**config.mk**
```make
export PLATFORM = sky130hd
export DESIGN_NAME = v5_mig34_app_initiator
export DESIGN_NICKNAME = d
export VERILOG_FILES = /design/src/rtl/v5_mig34_app_pkg.sv /design/src/rtl/v5_mig34_app_rsp_fifo.sv /design/src/rtl/v5_mig34_app_initiator.sv
export SDC_FILE = /design/constraint.sdc
export NUM_CORES = 1
export LEC_CHECK = 0
export CORE_ASPECT_RATIO = 1.2
export CORE_MARGIN = 2
export CORE_UTILIZATION = 50
export DETAILED_ROUTE_END_ITERATION = 8
export PLACE_DENSITY = 0.75
export REMOVE_ABC_BUFFERS = 1
export SLEW_MARGIN = 10
export SYNTH_ARGS = -nofsm -noshare
export SYNTH_HDL_FRONTEND = slang
export SYNTH_HIERARCHICAL = 1
export SYNTH_SLANG_ARGS = --single-unit
```
**constraint.sdc**
```tcl
create_clock -name clk_sys -period 20.9 [get_ports clk_sys]
set_input_delay 4.18 -clock clk_sys [delete_from_list [all_inputs] [get_ports clk_sys]]
set_output_delay 4.18 -clock clk_sys [all_outputs]
set_load 0.005 [all_outputs]
```
**src/rtl/v5_mig34_app_pkg.sv**
```systemverilog
// Shared constants, command encodings and FSM state type for the MIG 3.4 app initiator.
package v5_mig34_app_pkg;

   localparam logic [2:0] CMD_WRITE = 3'b000;
   localparam logic [2:0] CMD_READ  = 3'b001;

   localparam int unsigned APPDATA_WIDTH_DFLT = 64;
   localparam int unsigned LINE_WIDTH_DFLT    = 2 * APPDATA_WIDTH_DFLT;

   typedef enum logic [2:0] {
      ST_IDLE   = 3'd0,
      ST_WR_D0  = 3'd1,
      ST_WR_D1  = 3'd2,
      ST_WR_CMD = 3'd3,
      ST_RD_CMD = 3'd4
   } state_t;

   // One line is a single BURST_LEN 4 burst, i.e. two app beats.
   function automatic int unsigned line_width(input int unsigned app_w);
      return 2 * app_w;
   endfunction

endpackage

```
**src/rtl/v5_mig34_app_rsp_fifo.sv**
```systemverilog
// First-word-fall-through response FIFO; head entry is always visible on o_data.
module v5_mig34_app_rsp_fifo #(
   parameter int DEPTH = 4,
   parameter int WIDTH = 128
) (
   input  logic             i_clk,
   input  logic             i_rst,
   input  logic             i_push,
   input  logic [WIDTH-1:0] i_data,
   input  logic             i_pop,
   output logic             o_valid,
   output logic [WIDTH-1:0] o_data
);

   localparam int AW = (DEPTH > 1) ? $clog2(DEPTH) : 1;

   logic [WIDTH-1:0] r_mem [DEPTH];
   logic [AW-1:0]    r_wr_ptr;
   logic [AW-1:0]    r_rd_ptr;
   logic [AW:0]      r_count;
   logic             w_full;
   logic             w_pop;
   logic             w_push;

   assign w_full  = (r_count == (AW+1)'(DEPTH));
   assign o_valid = (r_count != '0);
   assign o_data  = r_mem[r_rd_ptr];
   assign w_pop   = i_pop & o_valid;
   assign w_push  = i_push & (~w_full | w_pop);

   always_ff @(posedge i_clk or posedge i_rst) begin
      if (i_rst) begin
         for (int i = 0; i < DEPTH; i++) r_mem[i] <= '0;
      end else if (w_push) begin
         r_mem[r_wr_ptr] <= i_data;
      end
   end

   // Depth is a power of two, so pointers wrap by natural overflow.
   always_ff @(posedge i_clk or posedge i_rst) begin
      if (i_rst) begin
         r_wr_ptr <= '0;
         r_rd_ptr <= '0;
         r_count  <= '0;
      end else begin
         if (w_push) r_wr_ptr <= r_wr_ptr + AW'(1);
         if (w_pop)  r_rd_ptr <= r_rd_ptr + AW'(1);
         case ({w_push, w_pop})
            2'b10:   r_count <= r_count + (AW+1)'(1);
            2'b01:   r_count <= r_count - (AW+1)'(1);
            default: r_count <= r_count;
         endcase
      end
   end

endmodule

```
**src/rtl/v5_mig34_app_initiator.sv**
```systemverilog
// User-side request/response initiator for the Virtex-5 MIG 3.4 DDR2 app interface.
// Optional byte-mask support is enabled by defining V5_MIG34_APP_BYTE_MASK_EN.
module v5_mig34_app_initiator
   import v5_mig34_app_pkg::*;
#(
   parameter int APPDATA_WIDTH = 64,
   parameter int ADDR_WIDTH    = 31,
   parameter int RSP_DEPTH     = 4
) (
   input  logic                          clk_sys,
   input  logic                          sys_rst,
   input  logic                          phy_init_done,
   input  logic                          req_valid,
   output logic                          req_ready,
   input  logic                          req_write,
   input  logic [ADDR_WIDTH-1:0]         req_addr,
   input  logic [2*APPDATA_WIDTH-1:0]    req_data,
   input  logic [2*APPDATA_WIDTH/8-1:0]  req_mask,
   output logic                          rsp_valid,
   input  logic                          rsp_ready,
   output logic [2*APPDATA_WIDTH-1:0]    rsp_data,
   output logic                          err_unexp,
   output logic [2:0]                    app_cmd,
   output logic [ADDR_WIDTH-1:0]         app_addr,
   output logic                          app_af_wren,
   input  logic                          app_af_afull,
   output logic                          app_wf_wren,
   output logic [APPDATA_WIDTH-1:0]      app_data,
   output logic [APPDATA_WIDTH/8-1:0]    app_mask,
   input  logic                          app_wf_afull,
   input  logic [APPDATA_WIDTH-1:0]      app_rd_data,
   input  logic                          app_rd_data_valid
);

   localparam int LINE_W = line_width(APPDATA_WIDTH);
   localparam int MASK_W = APPDATA_WIDTH / 8;
   localparam int CW     = $clog2(RSP_DEPTH + 1);

   state_t                   r_state;
   state_t                   w_next_state;

   logic [APPDATA_WIDTH-1:0] r_req_hi;
   logic [ADDR_WIDTH-1:0]    r_req_addr;

   logic                     w_req_ready;
   logic                     w_accept;
   logic                     w_rd_accept;
   logic                     w_pop;

   logic                     w_af_wren_nxt;
   logic                     w_wf_wren_nxt;
   logic [2:0]               w_cmd_nxt;
   logic [ADDR_WIDTH-1:0]    w_addr_nxt;
   logic [APPDATA_WIDTH-1:0] w_data_nxt;
   logic [MASK_W-1:0]        w_mask_nxt;

   logic                     r_app_af_wren;
   logic                     r_app_wf_wren;
   logic [2:0]               r_app_cmd;
   logic [ADDR_WIDTH-1:0]    r_app_addr;
   logic [APPDATA_WIDTH-1:0] r_app_data;
   logic [MASK_W-1:0]        r_app_mask;

   logic [CW-1:0]            r_credit;
   logic [CW-1:0]            r_rd_pending;
   logic                     r_beat_hi;
   logic [APPDATA_WIDTH-1:0] r_rd_lo;
   logic                     r_err_unexp;
   logic                     w_beat_ok;
   logic                     w_line_done;
   logic                     w_rsp_valid;

`ifdef V5_MIG34_APP_BYTE_MASK_EN
   logic [MASK_W-1:0]        r_req_mask_hi;
`else
   logic                     w_unused_mask;
   assign w_unused_mask = ^req_mask;
`endif

   // Reset gates ready directly so that nothing is accepted while rst is held.
   assign w_req_ready = (r_state == ST_IDLE) & phy_init_done & ~app_af_afull &
                        ~app_wf_afull & (r_credit != '0) & ~sys_rst;
   assign w_accept    = req_valid & w_req_ready;
   assign w_rd_accept = w_accept & ~req_write;
   assign w_pop       = w_rsp_valid & rsp_ready;

   always_ff @(posedge clk_sys or posedge sys_rst) begin
      if (sys_rst) r_state <= ST_IDLE;
      else         r_state <= w_next_state;
   end

   always_comb begin
      w_next_state = r_state;
      case (r_state)
         ST_IDLE: begin
            if (w_accept) w_next_state = req_write ? ST_WR_D0 : ST_RD_CMD;
         end
         ST_WR_D0:  w_next_state = ST_WR_D1;
         ST_WR_D1:  w_next_state = ST_WR_CMD;
         ST_WR_CMD: w_next_state = ST_IDLE;
         ST_RD_CMD: w_next_state = ST_IDLE;
         default:   w_next_state = ST_IDLE;
      endcase
   end

   // App outputs are registered, so decode the state being entered; WR_D0 and
   // RD_CMD are only entered from an accept, so they take fields straight from req_*.
   always_comb begin
      w_af_wren_nxt = 1'b0;
      w_wf_wren_nxt = 1'b0;
      w_cmd_nxt     = '0;
      w_addr_nxt    = '0;
      w_data_nxt    = '0;
      w_mask_nxt    = '0;
      case (w_next_state)
         ST_WR_D0: begin
            w_wf_wren_nxt = 1'b1;
            w_data_nxt    = req_data[APPDATA_WIDTH-1:0];
`ifdef V5_MIG34_APP_BYTE_MASK_EN
            w_mask_nxt    = req_mask[MASK_W-1:0];
`endif
         end
         ST_WR_D1: begin
            w_wf_wren_nxt = 1'b1;
            w_data_nxt    = r_req_hi;
`ifdef V5_MIG34_APP_BYTE_MASK_EN
            w_mask_nxt    = r_req_mask_hi;
`endif
         end
         ST_WR_CMD: begin
            w_af_wren_nxt = 1'b1;
            w_cmd_nxt     = CMD_WRITE;
            w_addr_nxt    = r_req_addr;
         end
         ST_RD_CMD: begin
            w_af_wren_nxt = 1'b1;
            w_cmd_nxt     = CMD_READ;
            w_addr_nxt    = req_addr;
         end
         default: ;
      endcase
   end

   always_ff @(posedge clk_sys or posedge sys_rst) begin
      if (sys_rst) begin
         r_app_af_wren <= 1'b0;
         r_app_wf_wren <= 1'b0;
         r_app_cmd     <= '0;
         r_app_addr    <= '0;
         r_app_data    <= '0;
         r_app_mask    <= '0;
      end else begin
         r_app_af_wren <= w_af_wren_nxt;
         r_app_wf_wren <= w_wf_wren_nxt;
         r_app_cmd     <= w_cmd_nxt;
         r_app_addr    <= w_addr_nxt;
         r_app_data    <= w_data_nxt;
         r_app_mask    <= w_mask_nxt;
      end
   end

   always_ff @(posedge clk_sys) begin
      if (w_accept) begin
         r_req_hi   <= req_data[LINE_W-1:APPDATA_WIDTH];
         r_req_addr <= req_addr;
      end
   end

`ifdef V5_MIG34_APP_BYTE_MASK_EN
   always_ff @(posedge clk_sys) begin
      if (w_accept) r_req_mask_hi <= req_mask[2*MASK_W-1:MASK_W];
   end
`endif

   // Credit = FIFO free space minus reads in flight, so a returned line always fits.
   always_ff @(posedge clk_sys or posedge sys_rst) begin
      if (sys_rst) begin
         r_credit <= CW'(RSP_DEPTH);
      end else begin
         case ({w_rd_accept, w_pop})
            2'b10:   r_credit <= r_credit - CW'(1);
            2'b01:   r_credit <= r_credit + CW'(1);
            default: r_credit <= r_credit;
         endcase
      end
   end

   assign w_beat_ok   = app_rd_data_valid & (r_rd_pending != '0);
   assign w_line_done = w_beat_ok & r_beat_hi;

   always_ff @(posedge clk_sys or posedge sys_rst) begin
      if (sys_rst) begin
         r_rd_pending <= '0;
         r_beat_hi    <= 1'b0;
         r_err_unexp  <= 1'b0;
      end else begin
         case ({r_state == ST_RD_CMD, w_line_done})
            2'b10:   r_rd_pending <= r_rd_pending + CW'(1);
            2'b01:   r_rd_pending <= r_rd_pending - CW'(1);
            default: r_rd_pending <= r_rd_pending;
         endcase
         if (w_beat_ok) r_beat_hi <= ~r_beat_hi;
         if (app_rd_data_valid && r_rd_pending == '0) r_err_unexp <= 1'b1;
      end
   end

   always_ff @(posedge clk_sys) begin
      if (w_beat_ok && !r_beat_hi) r_rd_lo <= app_rd_data;
   end

   v5_mig34_app_rsp_fifo #(
      .DEPTH (RSP_DEPTH),
      .WIDTH (LINE_W)
   ) u_rsp_fifo (
      .i_clk   (clk_sys),
      .i_rst   (sys_rst),
      .i_push  (w_line_done),
      .i_data  ({app_rd_data, r_rd_lo}),
      .i_pop   (rsp_ready),
      .o_valid (w_rsp_valid),
      .o_data  (rsp_data)
   );

   assign req_ready   = w_req_ready;
   assign rsp_valid   = w_rsp_valid;
   assign err_unexp   = r_err_unexp;
   assign app_af_wren = r_app_af_wren;
   assign app_wf_wren = r_app_wf_wren;
   assign app_cmd     = r_app_cmd;
   assign app_addr    = r_app_addr;
   assign app_data    = r_app_data;
   assign app_mask    = r_app_mask;

endmodule

```
==> qor.yml, run 1 <==
run_status:
  status: "complete, no violations"
floorplanning:
  initial_core_util_pct: 50.7
  core-area_mm2: 0.0623
  pin_count: 487
  die_area_mm2: 0.0652
  die_x_um: 233
  row_count: 100
  die_h_um: 279
yosys:
  synth-compound-area-share_pct: 2.69
  synth_area_leaders: "dfrtp_1 (50%), mux2_2 (18%), edfxtp_1 (15%), mux4_2 (9.1%), a22o_1 (2.6%)"
  syn_inst: 1722
  synth_top_family_by_area: "multiplexers"
  ys_ff_latch: 787
  ys_seq_area_share_pct: 64.9
  yosysTopAreaCell: "dfrtp_1"
  synth.lib_cells_used.distinct: 32
  synth.area.mux_share_pct: 27.5
  avgSynthCellArea_um2: 18.3
  synth_top_cell_area_share_pct: 49.7
  syn_area_mm2: 0.0316
  yosysWarnings: 6
  synth_xor_area_share_pct: 0.361
  synth-simple-area-share_pct: 0.824
  synth_adder_area_share_pct: 0.468
drt:
  drt_first_pass_iters: 4
  wl_per_cell_um: 24.0
  route.detailed.drc: 0
  viasPerCell: 5.58
  drt-initial-drc-count: 821
  antenna_left: 0
  wirelength_um: 73600
  vias: 17100
power_and_ir_drop:
  p_sw_share_pct: 28.1
  internal_power_mw: 4.45
  p_leak_nw: 15.8
  powerDensity_mw_per_mm2: 158
  combPwrFrac_pct: 36.4
  p_clk_share_pct: 23.3
  switchingPower_mw: 1.74
  pwr-share-seq_pct: 40.4
  ir_worst_vdd_uv: 130
placed_design:
  place.gp.congestion: 0.867
  dp_cells: 2915
  dp_hpwl_um: 46500
  io_buffer_count: 460
clock_network:
  cts_root_buf: "clkbuf_16"
  numCtsBuffers: 79
  clk_path_buf_depth: 3
  cts_hold_buf: 0
  ctsResizeCount: 0
  clk_pin_slew_ns: 0.06
  post_cts.repair.setup_buffers: 0
  clock_latency_ns: 0.62
  cts_max_level: 3
  cts_tree: "built"
  cts_sinks: 787
critical_path:
  worstSetupPathType: "in -> out"
  r2r-start: "r_rd_pending[0]"
  end_kind: "output port"
  cp.arrival_ns: 6.31
  startpoint: "sys_rst"
  required_ns: 16.72
  ff2ff_path_depth: 7
  critPathLaunchType: "primary input"
  critPathMaxFanout: 5
timing:
  setup_violations: 0
  tightest_slew_ns: 1.15
  fin_skew_ns: 0.0240
  setup-tns-final_ns: 0
  final_hold_viol_count: 0
  slew_viol_final: 0
  timing.fmax_mhz: 95.3
  rsz0062_at_grt: "false"
  timing.final.crit_share_pct: 50.2
  slew_headroom_pct: 23.6
  fin_crit_ns: 10.49
global_routing:
  grt_use_met2_pct: 38.8
  grt_start_max_net_pins: 204
  grt_pass1_wl_um: 113000
  met3_usage_pct: 6.41
  grtUsageTotal_pct: 22.8
  grt_overflow_total: 0
  antenna_found_initial: 10
  first_global_vias: 18900
  met1_usage_pct: 27.7
  grt.busiest_layer: "met2"
finish:
  layout-drive-gt1-share_pct: 36.2
  stdcell_count: 3063
  final_common_cell: "dfrtp_1"
  final_cell_mix: "dfrtp_1 (625), mux2_2 (514), clkdlybuf4s50_1 (460)"
  nets: 2438
  area_growth_pct: 24.2
worst_hold_path:
  worstHoldStart: "r_req_hi[60]"
  min_path_type: "reg -> reg"
  min_path_cells: 1
job:
  maxCapViolCount: 0
power by group through the flow:
stage          logic, mW  clock network, mW  registers, mW
6_report            2.25               1.44           2.50
5_1_grt             2.40               1.54           2.58
4_1_cts             2.29               1.47           2.51
3_5_place_dp        2.28                  0           2.53
3_3_place_gp        2.23                  0           2.46
2_1_floorplan       1.36                  0           2.49
worst paths after layout:
path / slack, ns / to
setup / recovery: 10.41 / req_ready
hold / removal: 0.46 / app_data[60]
setup reg to reg: 17.06 / u_rsp_fifo/r_mem[272]
hold reg to reg: 0.46 / app_data[60]
max in group asynchronous: 14.34 / u_rsp_fifo/r_mem[141]
min in group asynchronous: 4.17 / app_addr[25]
registers in the layout, summed over array words and instances, names as in the netlist, 3 cells and up:
signal	count
u_rsp_fifo/r_count	3
u_rsp_fifo/r_mem	512
r_credit	3
r_state	3
r_rd_lo	64
r_rd_pending	3
app_addr	31
r_req_addr	31
r_req_hi	64
app_data	64
metrics by stage:
step	utilization, %	hold slack, ns	cell area (um2)	setup WS [ns]	power, mW
final	62.9	0.464	39200	10.41	6.19
after global routing	62.9	0.472	39200	10.35	6.52
after detailed placement	58.6	0.452	36500	10.41	4.81
after global placement	58.6	0.449	36500	10.43	4.69
after CTS	62.9	0.468	39200	10.41	6.27
after floorplan	-	0.435	30600	2.22	3.85
layout make-up:
type                            count  area [um2]
Antenna cell                        2        5.00
Clock buffer                      118        2380
Clock inverter                     28         295
Fill cell                        4421       23100
Inverter                           13        58.8
Multi-Input combinational cell    815       10200
Sequential cell                   787       20500
Tap cell                          816        1020
Timing Repair Buffer              484        4810
metal layers:
metal  up-vias  wire length, um
met5         -               34
met4         6             2370
met3       116             5540
met2       548            37500
met1      9032            28200
li1       7395                -
critical path: stages:
cell	delay (ns)
clkdlybuf4s50_1	0.56
or3b_1	0.54
or2_2	0.36
nor2_1	0.12
clkdlybuf4s50_1	0.56
cells by family after synthesis:
logic type	count (synthesis)
mux	644
xor+xnor	13
fa+ha+maj	10
simple gates	41
buf+inv	129
compound gates	97
other cells	1
flops	787
cell usage after synthesis, drive strengths merged:
master / number
nor2: 10
o21bai: 1
or3b: 1
nand2b: 2
o31a: 1
or4: 1
dfstp: 1
mux2i: 2
or3: 3
a22o: 95
conb: 1
nor4b: 1
clkbuf: 11
nor4: 2
ha: 7
xor2: 7
nor3b: 2
fa: 3
nand2: 8
edfxtp: 159
mux2: 514
xnor2: 6
inv: 13
dfrtp: 627
and3: 1
and2: 1
or2: 5
buf: 105
nor3: 4
mux4: 128
No activity file was read; power rests on OpenSTA's default activity.
==> run 2: changes to the inputs <==
==> constraint.sdc (replaced) <==
create_clock -name clk_sys -period 10.8 [get_ports clk_sys]
set_input_delay 2.16 -clock clk_sys [delete_from_list [all_inputs] [get_ports clk_sys]]
set_output_delay 2.16 -clock clk_sys [all_outputs]
set_load 0.005 [all_outputs]
==> qor.yml, run 2 (synthesis gave the netlist of run 1 again) <==
global_routing:
  grtUsageTotal_pct: 22.9  # +0.13 points
  first_global_vias: 19300  # +1.9%
  grt_pass1_wl_um: 114000  # +0.90%
  grt_overflow_total: 0  # unchanged
  antenna_found_initial: 12  # +2
  grt_start_max_net_pins: 169  # -17%
timing:
  timing.fmax_mhz: 154
  setup-tns-final_ns: 0  # unchanged
  tightest_slew_ns: 1.05  # -0.0971 ns
  hold_ws_ns: 0.461  # -0.00332 ns
  fin_skew_ns: 0.0291  # +0.00509 ns
  setup_violations: 0  # unchanged
  slew_headroom_pct: 30.0  # +6.5 points
  final.setup.worst_slack_ns: 4.33  # -6.08 ns
  final_hold_viol_count: 0  # unchanged
  rsz0062_at_grt: "false"
  timing.final.crit_share_pct: 59.9
  slew_viol_final: 0  # unchanged
  fin_crit_ns: 6.47
placed_design:
  preCtsSetupSlack_ns: 4.33  # -6.08 ns
  dp_hpwl_um: 46500  # about the same
  place.gp.congestion: 0.856  # -1.3%
  io_buffer_count: 460  # unchanged
  place_area_mm2: 0.0365  # about the same
  dp_cells: 2913  # -0.069%
drt:
  wl_per_cell_um: 23.9  # -0.43%
  vias: 17100  # -0.14%
  viasPerCell: 5.58  # -0.11%
  wirelength_um: 73300  # -0.47%
  drt-initial-drc-count: 706  # -14%
  route.detailed.drc: 0  # unchanged
  drt_first_pass_iters: 4  # unchanged
  antenna_left: 0  # unchanged
worst_hold_path:
  min_path_type: "reg -> reg"
floorplanning:
  core-area_mm2: 0.0623  # unchanged
  row_count: 100  # unchanged
  pin_count: 487  # unchanged
  die_x_um: 233  # unchanged
  initial_core_util_pct: 50.7  # unchanged
  die_h_um: 279  # unchanged
  die_area_mm2: 0.0652  # unchanged
job:
  maxCapViolCount: 0  # unchanged
critical_path:
  required_ns: 8.64  # -8.08 ns
  crit_end: "req_ready"
  r2r-start: "r_rd_pending[0]"
  r2r-end: "u_rsp_fifo/r_mem[470]"
  slowest_delay_ns: 0.55  # about the same
  worst_path_max_delay_cell: "clkdlybuf4s50_1"
  crit_family: "buffers and inverters"
  path_cells: "clkdlybuf4s50_1, or3b_1, or2_2, nor2_1, clkdlybuf4s50_1"
  critPathMaxFanout: 5  # unchanged
  path_buf_inv: 2  # unchanged
  reg2reg_slack_ns: 7.09  # -9.97 ns
  crit_top_cell: "clkdlybuf4s50_1"
  end_kind: "output port"
  cp.arrival_ns: 4.31  # -2.00 ns
  crit_cells: 5  # unchanged
  worstSetupPathType: "in -> out"
  startpoint: "sys_rst"
  critPathLaunchType: "primary input"
  ff2ff_path_depth: 7  # unchanged
finish:
  nFillCells: 4467  # +1.0%
  largest_reg_flops: 512  # unchanged
  stdcell_count: 3062  # -0.033%
  layout-drive-gt1-share_pct: 35.7  # -0.53 points
  area_growth_pct: 23.6
  final_util_pct: 62.7  # -0.27 points
  final_common_cell: "dfrtp_1"
  final_area_mm2: 0.0390  # -0.43%
  nets: 2435  # -0.12%
  final_cell_mix: "dfrtp_1 (625), mux2_2 (514), clkdlybuf4s50_1 (460)"
  largest-register: "u_rsp_fifo/r_mem"
clock_network:
  clk_path_buf_depth: 3  # unchanged
  cts_hold_buf: 0  # unchanged
  clk_pin_slew_ns: 0.06  # about the same
  cts_max_level: 3  # unchanged
  cts_root_buf: "clkbuf_16"
  numCtsBuffers: 78  # -1.3%
  cts_tree: "built"
  clock_latency_ns: 0.61  # about the same
  cts_sinks: 787  # unchanged
  ctsResizeCount: 0  # unchanged
  post_cts.repair.setup_buffers: 0  # unchanged
power_and_ir_drop:
  ir_worst_vdd_uv: 177  # +36%
  fin_total_pwr_mw: 11.8  # +91%
  p_leak_nw: 15.7  # -0.56%
  powerDensity_mw_per_mm2: 303  # +92%
run_status:
  status: "complete, no violations"
[run 2: worst register-to-register path: stages, from the launching register on]
cell,delay [ns]
dfrtp_1,0.38
or3_1,0.16
and3_1,0.28
nand2_1,0.13
nor2_4,0.41
buf_4,0.84
buf_4,0.91
mux2_2,0.48
[run 2: area by class of cell]
| class | count | area [um2] | area share [%] |
|---|---|---|---|
| Sequential cell | 787 | 20500 | 52.5 |
| Multi-Input combinational cell | 815 | 10200 | 26.0 |
| Timing Repair Buffer | 482 | 4810 | 12.3 |
| Clock buffer | 122 | 2330 | 5.97 |
| Tap cell | 816 | 1020 | 2.61 |
| Clock inverter | 20 | 159 | 0.407 |
| Inverter | 13 | 58.8 | 0.151 |
| Antenna cell | 7 | 17.5 | 0.0449 |
[run 2: how the worst min path moves through the flow]
| stage | endpoint | cells after the start | from | slack (ns) |
|---|---|---|---|---|
| final | app_data[54] | 1 | r_req_hi[54] | 0.46 |
| after global routing | app_addr[22] | 1 | r_req_addr[22] | 0.48 |
| after CTS | app_data[29] | 1 | r_req_hi[29] | 0.46 |
| after detailed placement | app_data[29] | 1 | r_req_hi[29] | 0.45 |
| after global placement | app_data[29] | 1 | r_req_hi[29] | 0.45 |
| after floorplan | r_rd_pending[2] | 1 | r_rd_pending[2] | 0.44 |
[run 2: layer usage]
| metal | track usage, % | share of wire (%) | vias up |
|---|---|---|---|
| met2 | 39.5 | 52 | 472 |
| met5 | 0 | 0.031 | - |
| met4 | 9.43 | 3.2 | 4 |
| met3 | 6.30 | 6.9 | 130 |
| met1 | 27.1 | 38 | 9079 |
| li1 | - | - | 7388 |
[run 2: power by group]
group	switching, mW	internal [mW]	total, mW
clock network	1.12	1.51	2.63
registers	0.643	4.20	4.85
logic	1.58	2.77	4.35
==> run 3: changes to the inputs <==
--- a/config.mk
+++ b/config.mk
@@ -7,9 +7,9 @@
 export LEC_CHECK = 0
 export CORE_ASPECT_RATIO = 1.2
 export CORE_MARGIN = 2
-export CORE_UTILIZATION = 50
+export CORE_UTILIZATION = 49
 export DETAILED_ROUTE_END_ITERATION = 8
-export PLACE_DENSITY = 0.75
+export PLACE_DENSITY = 0.77
 export REMOVE_ABC_BUFFERS = 1
 export SLEW_MARGIN = 10
 export SYNTH_ARGS = -nofsm -noshare
==> constraint.sdc (replaced) <==
create_clock -name clk_sys -period 5.5 [get_ports clk_sys]
set_input_delay 1.1 -clock clk_sys [delete_from_list [all_inputs] [get_ports clk_sys]]
set_output_delay 1.1 -clock clk_sys [all_outputs]
set_load 0.005 [all_outputs]
==> qor.yml, run 3 (synthesis gave the netlist of run 1 again) <==
finish:
  final_cell_mix: "dfrtp_1 (625), mux2_2 (514), clkdlybuf4s50_1 (460)"
  layout-drive-gt1-share_pct: 36.3  # +0.58 points
  nets: 2446  # +0.45%
  largest_reg_flops: 512  # unchanged
  nFillCells: 4514  # +1.1%
  stdcell_count: 3079  # +0.56%
  area_growth_pct: 24.7
  final_common_cell: "dfrtp_1"
  largest-register: "u_rsp_fifo/r_mem"
floorplanning:
  die_h_um: 282  # +1.0%
  core-area_mm2: 0.0636  # +2.0%
  die_area_mm2: 0.0665  # +2.0%
  initial_core_util_pct: 49.7  # -1.0 points
  pin_count: 487  # unchanged
  row_count: 101  # +1.0%
  die_x_um: 236  # +1.0%
power_and_ir_drop:
  pwr-share-seq_pct: 40.7  # -0.3 points
  p_sw_share_pct: 28.2  # -0.077 points
  ir_worst_vdd_uv: 376  # +110%
  p_clk_share_pct: 22.7  # +0.5 points
  fin_total_pwr_mw: 23.5  # +98%
  switchingPower_mw: 6.61  # +98%
  p_leak_nw: 15.9  # +0.96%
  internal_power_mw: 16.9  # +99%
  powerDensity_mw_per_mm2: 596  # +97%
  combPwrFrac_pct: 36.6  # -0.2 points
timing:
  timing.fmax_mhz: 232
  final_hold_viol_count: 0  # unchanged
  rsz0062_at_grt: "false"
  fin_crit_ns: 4.32
  timing.final.crit_share_pct: 78.5
  fin_skew_ns: 0.0200  # -0.00911 ns
  slew_viol_final: 0  # unchanged
  hold_ws_ns: 0.458  # -0.00237 ns
  setup_violations: 0  # unchanged
  slew_headroom_pct: 37.3  # +7.2 points
  tightest_slew_ns: 0.941  # -0.109 ns
placed_design:
  place.gp.congestion: 0.826  # -3.5%
  dp_cells: 2932  # +0.65%
  io_buffer_count: 460  # unchanged
  dp_hpwl_um: 45700  # -1.6%
critical_path:
  path_cells: "clkdlybuf4s50_1, or3b_1, or2_2, nor2_1, clkdlybuf4s50_1"
  critPathLaunchType: "primary input"
  worst_path_max_delay_cell: "clkdlybuf4s50_1"
  slowest_delay_ns: 0.57  # +0.02 ns
  end_kind: "output port"
  crit_top_cell: "clkdlybuf4s50_1"
  critPathMaxFanout: 5  # unchanged
  cp.arrival_ns: 3.22  # -1.09 ns
  required_ns: 4.40  # -4.24 ns
  reg2reg_slack_ns: 2.79  # -4.30 ns
  worstSetupPathType: "in -> out"
run_status:
  status: "complete, no violations"
global_routing:
  grt_pass1_wl_um: 112000  # -1.9%
  grt_overflow_total: 0  # unchanged
  grtUsageTotal_pct: 21.9  # -1.0 points
  antenna_found_initial: 5  # -7
  first_global_vias: 19300  # +0.24%
  grt_start_max_net_pins: 126  # -25%
worst_hold_path:
  min_path_type: "reg -> reg"
clock_network:
  cts_max_level: 3  # unchanged
  cts_root_buf: "clkbuf_16"
  numCtsBuffers: 78  # unchanged
  clock_latency_ns: 0.61  # about the same
  clk_path_buf_depth: 3  # unchanged
  cts_sinks: 787  # unchanged
  ctsResizeCount: 0  # unchanged
  post_cts.repair.setup_buffers: 0  # unchanged
  cts_tree: "built"
  cts_hold_buf: 0  # unchanged
  clk_pin_slew_ns: 0.06  # about the same
drt:
  viasPerCell: 5.57  # -0.16%
  drt_first_pass_iters: 4  # unchanged
  drt-initial-drc-count: 805  # +14%
  antenna_left: 0  # unchanged
  vias: 17100  # +0.39%
  route.detailed.drc: 0  # unchanged
  wl_per_cell_um: 23.4  # -2.3%
  wirelength_um: 72000  # -1.7%
job:
  maxCapViolCount: 0  # unchanged
run 3: cell types whose count changed in the layout (fill, tap and decap cells not counted):
cell,change
clkbuf_8,-6
buf_12,+13
buf_6,-1
clkbuf_16,+1
clkinv_2,+7
clkinv_16,-1
inv_4,-1
bufinv_16,+4
clkinv_8,+2
clkinv_4,+1
diode_2,-5
clkbuf_1,-4
buf_4,-1
run 3: worst paths after layout:
check                                  start                    end  cells after the start
worst max-delay path                 sys_rst              req_ready                      5
worst min-delay path            r_req_hi[44]           app_data[44]                      1
worst min register to register  r_req_hi[44]           app_data[44]                      1
min in group asynchronous            sys_rst        r_rd_pending[1]                      3
worst max register to register    r_state[1]            r_credit[1]                      7
max in group asynchronous            sys_rst  u_rsp_fifo/r_mem[196]                      4
run 3: power groups by stage:
stage	sequential (mW)	combinational, mW	clock (mW)
floorplan	9.45	5.18	0
global placement	9.40	8.47	0
global route	9.84	9.16	5.69
detailed placement	9.65	8.72	0
finish	9.55	8.59	5.33
CTS	9.56	8.75	5.47
run 3: layout make-up:
| cell class | instances | area (um2) | share of cell area (%) |
|---|---|---|---|
| multi-input cells | 815 | 10200 | 25.8 |
| repair buffers | 493 | 5050 | 12.8 |
| clock buffers | 113 | 2260 | 5.74 |
| diodes | 2 | 5.00 | 0.0127 |
| well taps | 824 | 1030 | 2.62 |
| inverters | 13 | 58.8 | 0.149 |
| flip-flops and latches | 787 | 20500 | 52.1 |
| clock inverters | 32 | 319 | 0.810 |
run 3: routing by layer:
metal	wire, um	vias up	GRT usage, %	share of wire (%)
met5	55	-	0	0.076
met3	4850	140	5.58	6.7
met1	27000	9071	25.5	38
li1	-	7403	-	-
met4	2760	8	9.59	3.8
met2	37300	518	38.6	52
run 3: stage by stage:
step	setup slack [ns]	util, %	instance area [um2]	setup TNS [ns]
after floorplan	-10.10	-	30600	-6691.73
after global placement	1.08	57.9	36800	0
after detailed placement	1.07	57.9	36800	0
after CTS	1.06	61.9	39400	0
after global routing	1.06	61.9	39400	0
final	1.18	61.9	39400	0
run 3: critical path, delay by kind of cell:
| kind | cells | cell delay, ns |
|---|---|---|
| simple gates | 3 | 1.00 |
| buf+inv | 2 | 1.11 |
